`config.mk`:
```
export PLATFORM = sky130hd
export DESIGN_NAME = vctr_load_ctrl
export DESIGN_NICKNAME = d
export VERILOG_FILES = /design/src/rtl/vctr_load_ctrl.sv
export SDC_FILE = /design/constraint.sdc
export NUM_CORES = 1
export LEC_CHECK = 0
export BUFFER_PORTS_ARGS = -buffer_cell sky130_fd_sc_hd__buf_2
export CAP_MARGIN = 10
export CORE_MARGIN = 3
export CORE_UTILIZATION = 62
export DETAILED_ROUTE_END_ITERATION = 12
export GPL_TIMING_DRIVEN = 0
export PLACE_DENSITY = 0.93
export SYNTH_ARGS = -nofsm -noshare
export SYNTH_HDL_FRONTEND = slang
export SYNTH_SLANG_ARGS = --single-unit
```
`constraint.sdc`:
```
create_clock -name clock -period 3 [get_ports clock]
set_input_delay 0.15 -clock clock [delete_from_list [all_inputs] [get_ports clock]]
set_output_delay 0.15 -clock clock [all_outputs]
set_load 0.05 [all_outputs]
```
`src/rtl/vctr_load_ctrl.sv`:
```
// Frame sequencer: parses SYNC/select/length/payload/checksum frames from the UART
// byte stream, writes payloads into the chosen vector store and strobes commit or error.
module vctr_load_ctrl #(
  parameter int         MAX_LEN   = 16,
  parameter int         ADDR_W    = 4,
  parameter logic [7:0] SYNC_BYTE = 8'hA5,
  parameter int         TIMEOUT   = 50000
) (
  input  logic              clock,
  input  logic              nrst,
  input  logic              rx_valid,
  input  logic [7:0]        rx_data,
  input  logic              in_ready,
  input  logic              out_ready,
  output logic              wr_en,
  output logic              wr_sel,
  output logic [ADDR_W-1:0] wr_addr,
  output logic [7:0]        wr_data,
  output logic              vctr_comp_in,
  output logic              vctr_comp_out,
  output logic              frame_err,
  output logic [1:0]        err_code,
  output logic              busy
);

  localparam int              TO_W    = (TIMEOUT > 2) ? $clog2(TIMEOUT) : 1;
  localparam logic [TO_W-1:0] TO_LAST = TO_W'(TIMEOUT - 1);

  localparam logic [1:0] ERR_TO   = 2'b00;
  localparam logic [1:0] ERR_SEL  = 2'b01;
  localparam logic [1:0] ERR_LEN  = 2'b10;
  localparam logic [1:0] ERR_CSUM = 2'b11;

  typedef enum logic [2:0] {IDLE, SEL, LEN, DATA, CSUM} state_t;

  state_t            state_q, state_d;
  logic              sel_q, sel_d;
  logic [ADDR_W-1:0] last_q, last_d;
  logic [ADDR_W-1:0] idx_q, idx_d;
  logic [7:0]        csum_q, csum_d;
  logic [TO_W-1:0]   tmr_q, tmr_d;
  logic              wr_en_q, wr_en_d;
  logic              wr_sel_q, wr_sel_d;
  logic [ADDR_W-1:0] wr_addr_q, wr_addr_d;
  logic [7:0]        wr_data_q, wr_data_d;
  logic              comp_in_q, comp_in_d;
  logic              comp_out_q, comp_out_d;
  logic              frame_err_q, frame_err_d;
  logic [1:0]        err_code_q, err_code_d;
  logic              busy_q, busy_d;
  logic              abort;
  logic [1:0]        abort_code;

  always_comb begin
    state_d     = state_q;
    sel_d       = sel_q;
    last_d      = last_q;
    idx_d       = idx_q;
    csum_d      = csum_q;
    wr_en_d     = 1'b0;
    wr_sel_d    = wr_sel_q;
    wr_addr_d   = wr_addr_q;
    wr_data_d   = wr_data_q;
    comp_in_d   = 1'b0;
    comp_out_d  = 1'b0;
    frame_err_d = 1'b0;
    err_code_d  = err_code_q;
    abort       = 1'b0;
    abort_code  = ERR_TO;
    tmr_d       = (rx_valid || state_q == IDLE) ? '0 : tmr_q + TO_W'(1);

    if (rx_valid) begin
      case (state_q)
        IDLE: if (rx_data == SYNC_BYTE) state_d = SEL;
        SEL: begin
          if (rx_data == 8'h00 && in_ready) begin
            sel_d   = 1'b0;
            state_d = LEN;
          end else if (rx_data == 8'h01 && out_ready) begin
            sel_d   = 1'b1;
            state_d = LEN;
          end else begin
            abort      = 1'b1;
            abort_code = ERR_SEL;
          end
        end
        LEN: begin
          if (rx_data != 8'h00 && rx_data <= 8'(MAX_LEN)) begin
            // store len-1 so the last payload byte is a plain index compare
            last_d  = ADDR_W'(rx_data - 8'd1);
            idx_d   = '0;
            csum_d  = '0;
            state_d = DATA;
          end else begin
            abort      = 1'b1;
            abort_code = ERR_LEN;
          end
        end
        DATA: begin
          wr_en_d   = 1'b1;
          wr_sel_d  = sel_q;
          wr_addr_d = idx_q;
          wr_data_d = rx_data;
          csum_d    = csum_q ^ rx_data;
          idx_d     = idx_q + ADDR_W'(1);
          if (idx_q == last_q) state_d = CSUM;
        end
        CSUM: begin
          if (rx_data == csum_q) begin
            state_d    = IDLE;
            comp_in_d  = ~sel_q;
            comp_out_d = sel_q;
          end else begin
            abort      = 1'b1;
            abort_code = ERR_CSUM;
          end
        end
        default: state_d = IDLE;
      endcase
    end else if (state_q != IDLE && tmr_q == TO_LAST) begin
      abort      = 1'b1;
      abort_code = ERR_TO;
    end

    if (abort) begin
      state_d     = IDLE;
      frame_err_d = 1'b1;
      err_code_d  = abort_code;
    end
    busy_d = (state_d != IDLE);
  end

  always_ff @(posedge clock or posedge nrst) begin
    if (nrst) begin
      state_q     <= IDLE;
      sel_q       <= 1'b0;
      last_q      <= '0;
      idx_q       <= '0;
      csum_q      <= '0;
      tmr_q       <= '0;
      wr_en_q     <= 1'b0;
      wr_sel_q    <= 1'b0;
      wr_addr_q   <= '0;
      wr_data_q   <= '0;
      comp_in_q   <= 1'b0;
      comp_out_q  <= 1'b0;
      frame_err_q <= 1'b0;
      err_code_q  <= 2'b00;
      busy_q      <= 1'b0;
    end else begin
      state_q     <= state_d;
      sel_q       <= sel_d;
      last_q      <= last_d;
      idx_q       <= idx_d;
      csum_q      <= csum_d;
      tmr_q       <= tmr_d;
      wr_en_q     <= wr_en_d;
      wr_sel_q    <= wr_sel_d;
      wr_addr_q   <= wr_addr_d;
      wr_data_q   <= wr_data_d;
      comp_in_q   <= comp_in_d;
      comp_out_q  <= comp_out_d;
      frame_err_q <= frame_err_d;
      err_code_q  <= err_code_d;
      busy_q      <= busy_d;
    end
  end

  assign wr_en         = wr_en_q;
  assign wr_sel        = wr_sel_q;
  assign wr_addr       = wr_addr_q;
  assign wr_data       = wr_data_q;
  assign vctr_comp_in  = comp_in_q;
  assign vctr_comp_out = comp_out_q;
  assign frame_err     = frame_err_q;
  assign err_code      = err_code_q;
  assign busy          = busy_q;

endmodule

```
Yosys cells after proc, flatten, opt, wreduce, memory -nomap -nowiden
Cells that the tools add are included.
{"block": "classes", "addsub": 3, "n_lt_le_gt_ge": 1, "n_eq_ne": 10, "n_mux": 38, "bitwise_logic": 2, "n_reduce_logical": 16}
{"cell": "3-bit 2-to-1 mux", "count": 8}
{"cell": "1-bit 2-to-1 mux", "count": 19}
{"cell": "16-bit by 1-bit adder with 16-bit output (second input constant)", "count": 1}
{"cell": "16-bit equality test (second input constant)", "count": 1}
{"cell": "16-bit 2-to-1 mux", "count": 1}
{"cell": "8-bit one-hot mux with 2 select lines", "count": 1}
{"cell": "3-bit one-hot mux with 5 select lines", "count": 1}
{"cell": "3-bit AND reduction", "count": 3}
{"cell": "8-bit by 1-bit equality test with 1-bit output (second input constant)", "count": 1}
{"cell": "8-bit equality test", "count": 1}
{"cell": "8-bit equality test (second input constant)", "count": 1}
{"cell": "8-bit by 5-bit less-or-equal comparator with 1-bit output (second input constant)", "count": 1}
{"cell": "8-bit logical NOT", "count": 1}
{"cell": "8-bit 2-to-1 mux", "count": 1}
{"cell": "4-bit one-hot mux with 2 select lines", "count": 1}
{"cell": "8-bit nonzero test", "count": 1}
{"cell": "8-bit bitwise XOR", "count": 1}
{"cell": "3-bit by 2-bit equality test with 1-bit output (second input constant)", "count": 2}
{"cell": "2-bit 2-to-1 mux", "count": 3}
{"cell": "2-bit one-hot mux with 3 select lines", "count": 1}
{"cell": "3-bit nonzero test", "count": 2}
{"cell": "4-bit by 1-bit adder with 4-bit output (second input constant)", "count": 1}
{"cell": "4-bit equality test", "count": 1}
{"cell": "1-bit logical AND", "count": 4}
{"cell": "11 further kinds", "count": 12}
{"block": "word_totals", "ff_bits": 56, "input_bits": 13, "out_inout_bits": 20, "elab_cells": 85}

Logic depth before layout (Yosys ltp)
{"block": "depth", "ltp_word": 8, "depth_mapped": 8, "depth_no_buf": 7}

Worst setup path after synthesis
No wires, ideal clock.
{"block": "synth_path", "path_type": "register to register", "startpoint": "reg tmr_q[0]", "endpoint": "reg err_code_q[1] (netlist: err_code[1])", "setup_time_ps": 135, "arrival_ps": 1437, "required_time_ps": 2865, "path_slack_ps": 1427, "path_stages_with_launch": 7, "path_buffers": 0, "synth_period_minus_slack_ps": 1573, "path_cell_list": "dfrtp_1 ha_1 nand3_1 nor4_1 nand3_1 o2bb2ai_2 o311ai_1"}
{"block": "synth_between", "elab_chain_cells": 4}
{"element": "from (decl)", "line_no": "41", "text": "logic [TO_W-1:0] tmr_q, tmr_d;"}
{"element": "from (signal assigned)", "line_no": "156", "text": "tmr_q <= tmr_d;"}
{"element": "16-bit equality test", "line_no": "120", "text": "end else if (state_q != IDLE && tmr_q == TO_LAST) begin"}
{"element": "1-bit logical AND", "line_no": "120"}
{"element": "1-bit 2-to-1 mux", "line_no": "120"}
{"element": "1-bit 2-to-1 mux", "line_no": "72", "text": "if (rx_valid) begin"}
{"element": "to (signal assigned)", "line_no": "164", "text": "err_code_q <= err_code_d;"}
{"element": "to (decl)", "line_no": "49", "text": "logic [1:0] err_code_q, err_code_d;"}
Every way passes these cells.
A chain may end at the register's enable or synchronous reset.

Final worst setup path
Same ends and word-level chain as after synthesis.

==> flow_summary.json <==
{
  "critPathLaunchType": "register",
  "startpoint": "tmr_q[0]$_DFF_PP0_",
  "initial_core_util_pct": 66.9,
  "place_ws_ns": 1.11,
  "synthCells": 293,
  "crit_path_end": "err_code[1]$_DFFE_PP0N_",
  "nets": 350,
  "drt_iter0_drc": 132,
  "n_antenna_cell": 0,
  "critical-path-max-stage-delay_ns": 0.40,
  "grt_usage_pct": 24.4,
  "clk_path_buf_depth": 2,
  "port-buffer-count": 30,
  "overflow": 0,
  "finalCritPeriodShare_pct": 63.8,
  "synthDistinctLibCells": 44,
  "place_area_mm2": 0.00301,
  "clkLatencyLatePin_ns": 0.32,
  "place_congestion": 0.898,
  "ys_top_cells_by_count": "dfrtp_1 (56), nand2_1 (54), nor2_1 (35)",
  "slew_violations": 0,
  "r2r_slack_ns": 1.09,
  "dp_hpwl_mm": 4.22,
  "cts_setup_buffers": 0,
  "ys_seq_area_share_pct": 50.5,
  "io_pins": 33,
  "synthFlopType": "dfrtp_1",
  "min_path_type": "input pin to register",
  "grt_pass1_vias": 2230,
  "cts_htree_levels": 2,
  "power.total_mw": 1.79,
  "syn_nets": 311,
  "crit_top_cell": "nand3_1",
  "fin_cells": 383,
  "ir_drop_uv": 310,
  "setup_slack_ns": 1.09,
  "period_needed_ns": 1.91,
  "synth-edff-count": 0,
  "yosys_warnings": 0,
  "placed_cells": 374,
  "via_per_inst": 5.75,
  "wl_mm": 5.82,
  "status": "finished clean",
  "reg2regPathDepth": 6,
  "vias": 2204,
  "rsz0062_at_grt": "false",
  "critPathBufInv": 0,
  "finClkSkew_ns": 0.0119,
  "endpoint_kind": "register",
  "hold_viol": 0,
  "final_area_mm2": 0.00312,
  "synthTopCellsByArea": "dfrtp_1 (51%), nand2_1 (7.3%), xnor2_1 (6.9%), nor2_1 (4.7%), o21ai_0 (4.7%)",
  "cp.required_ns": 3.18,
  "synth.avg_cell_area_um2": 9.46,
  "grt_max_degree": 35,
  "die_w_um": 72.9,
  "multiInputGateArea_mm2": 0.00127,
  "path_class": "register to register",
  "nFillCells": 297,
  "drive_gt1_share_pct": 18.3,
  "maxCapViolCount": 0,
  "worstPathCellList": "ha_1, nand3_1, nor4_1, nand3_1, o2bb2ai_2, o311ai_1",
  "yosysMostFrequentCell": "dfrtp_1",
  "r2r_end": "err_code[1]$_DFFE_PP0N_",
  "worst_pin_slew_ns": 0.505,
  "die_area_mm2": 0.00531,
  "finalSetupViolCount": 0,
  "crit_fanout": 8,
  "numCtsBuffers": 5,
  "cts_root_buf": "clkbuf_8",
  "cts_sinks": 56,
  "core_area_mm2": 0.00414,
  "worstPathArrival_ns": 2.10,
  "synth_area_leader_cell": "dfrtp_1",
  "ys_async_sr_fraction_pct": 100,
  "path_delay_family": "simple AND/OR/NAND/NOR gates",
  "synth.cell_area_mm2": 0.00277,
  "cp_slowest_cell": "dfrtp_1",
  "wl_per_cell_um": 15.2,
  "max_slew_margin_pct": 66.3,
  "yosys_register_bits": 56,
  "antenna_found_initial": 0,
  "reg2reg_from": "tmr_q[0]$_DFF_PP0_",
  "power_density_mw_per_mm2": 572,
  "grt_pass1_wl_mm": 9.93,
  "synth_top_area_share_pct": 50.5,
  "hp-start": "rx_data[5]",
  "path_clk_slew_ns": 0.09,
  "regArea_mm2": 0.00140,
  "die_height_um": 72.9,
  "drt_pass1_iterations": 4,
  "cts_tree": "built",
  "drcViolationCount": 0,
  "rows": 23,
  "p_leak_nw": 1.46,
  "area_growth_pct": 12.6,
  "path_depth": 6,
  "fin_util_pct": 75.4,
  "tns_ns": 0,
  "max_freq_mhz": 523,
  "ant_nets": 0,
  "worst_hold_slack_ns": 0.149
}
## layout by cell type (no fill, tap or decap), types with 2 or more instances in the layout
cell      count
dfrtp_1      56
xor2_1        6
buf_6         2
clkinv_2      2
or2_2         3
and3_1        2
ha_1          5
nand2b_1      3
a21oi_1       4
buf_2        33
nor2_1       35
xnor2_1      22
nand3_1      10
nand4_1       7
clkbuf_1      5
and2_1        2
o21ai_0      26
or3_1         3
nor3_1       11
o221a_2       2
nand2_1      54
clkbuf_8      5
inv_1         9
## worst register-to-register path, delay by kind of cell (launching register included)
family,cells,cell delay [ns]
AO/OA/AOI/OAI,2,0.44
adder cells (fa/ha/maj),1,0.21
flip-flops,1,0.40
AND/OR/NAND/NOR,3,0.74
## timing repair
action,in CTS,in global routing
hold buffers,1,0
hold endpoints to repair,22,0
setup endpoints to repair,0,0
resized for setup,0,0
## power breakdown
part / total (mW) / internal, mW / leakage, nW / switching, mW
Combinational: 0.438 / 0.145 / 0.655 / 0.294
Clock: 0.486 / 0.248 / 0.0552 / 0.238
Sequential: 0.862 / 0.813 / 0.749 / 0.0481
Total: 1.79 / 1.21 / 1.46 / 0.580
## routing by layer
layer | up-vias | part of all wire [%] | global-route usage (%)
met3 | 15 | 3.7 | 4.55
met4 | 0 | 2.3 | 11.1
met1 | 1079 | 42 | 29.6
met2 | 52 | 52 | 42.1
met5 | - | 0 | 0
li1 | 1058 | - | -
## cell type report
class | count | share of cell area (%)
plain buffers | 10 | 1.92
clock buffers | 6 | 2.32
clock inverters | 2 | 1.12
inverters | 11 | 1.36
multi-input cells | 216 | 40.6
flip-flops and latches | 56 | 44.9
well taps | 50 | 2.00
repair buffers | 32 | 5.77
## how the worst min path moves through the flow
stage	cells after the start	slack, ns	to
6_report	3	0.15	wr_data[5]$_DFFE_PP0P_
5_1_grt	3	0.15	wr_data[5]$_DFFE_PP0P_
4_1_cts	3	0.14	wr_data[7]$_DFFE_PP0P_
3_5_place_dp	2	0.21	wr_data[6]$_DFFE_PP0P_
3_3_place_gp	1	0.44	vctr_comp_in$_DFF_PP0_
2_1_floorplan	1	0.26	last_q[0]$_DFFE_PP0P_
## sequential cells by signal, summed over array words and instances, names as in the netlist, 2 cells and up
register	count
csum_q	8
err_code	2
idx_q	4
last_q	4
state_q	3
tmr_q	16
wr_addr	4
wr_data	8
## cell families (layout without fill, tap and decap cells)
kind of cell | Yosys count | count (layout) | synth area share [%]
xor gates and xnor gates | 29 | 29 | 9.43
buffers and inverters | 21 | 61 | 3.70
AOI/OAI and AO/OA | 43 | 43 | 10.4
and+or+nand+nor | 138 | 138 | 23.3
adders and majority gates | 5 | 5 | 2.26
muxes | 1 | 1 | 0.406
DFF | 56 | 56 | 50.5
Note: power is estimated with default switching activity, not from simulation.
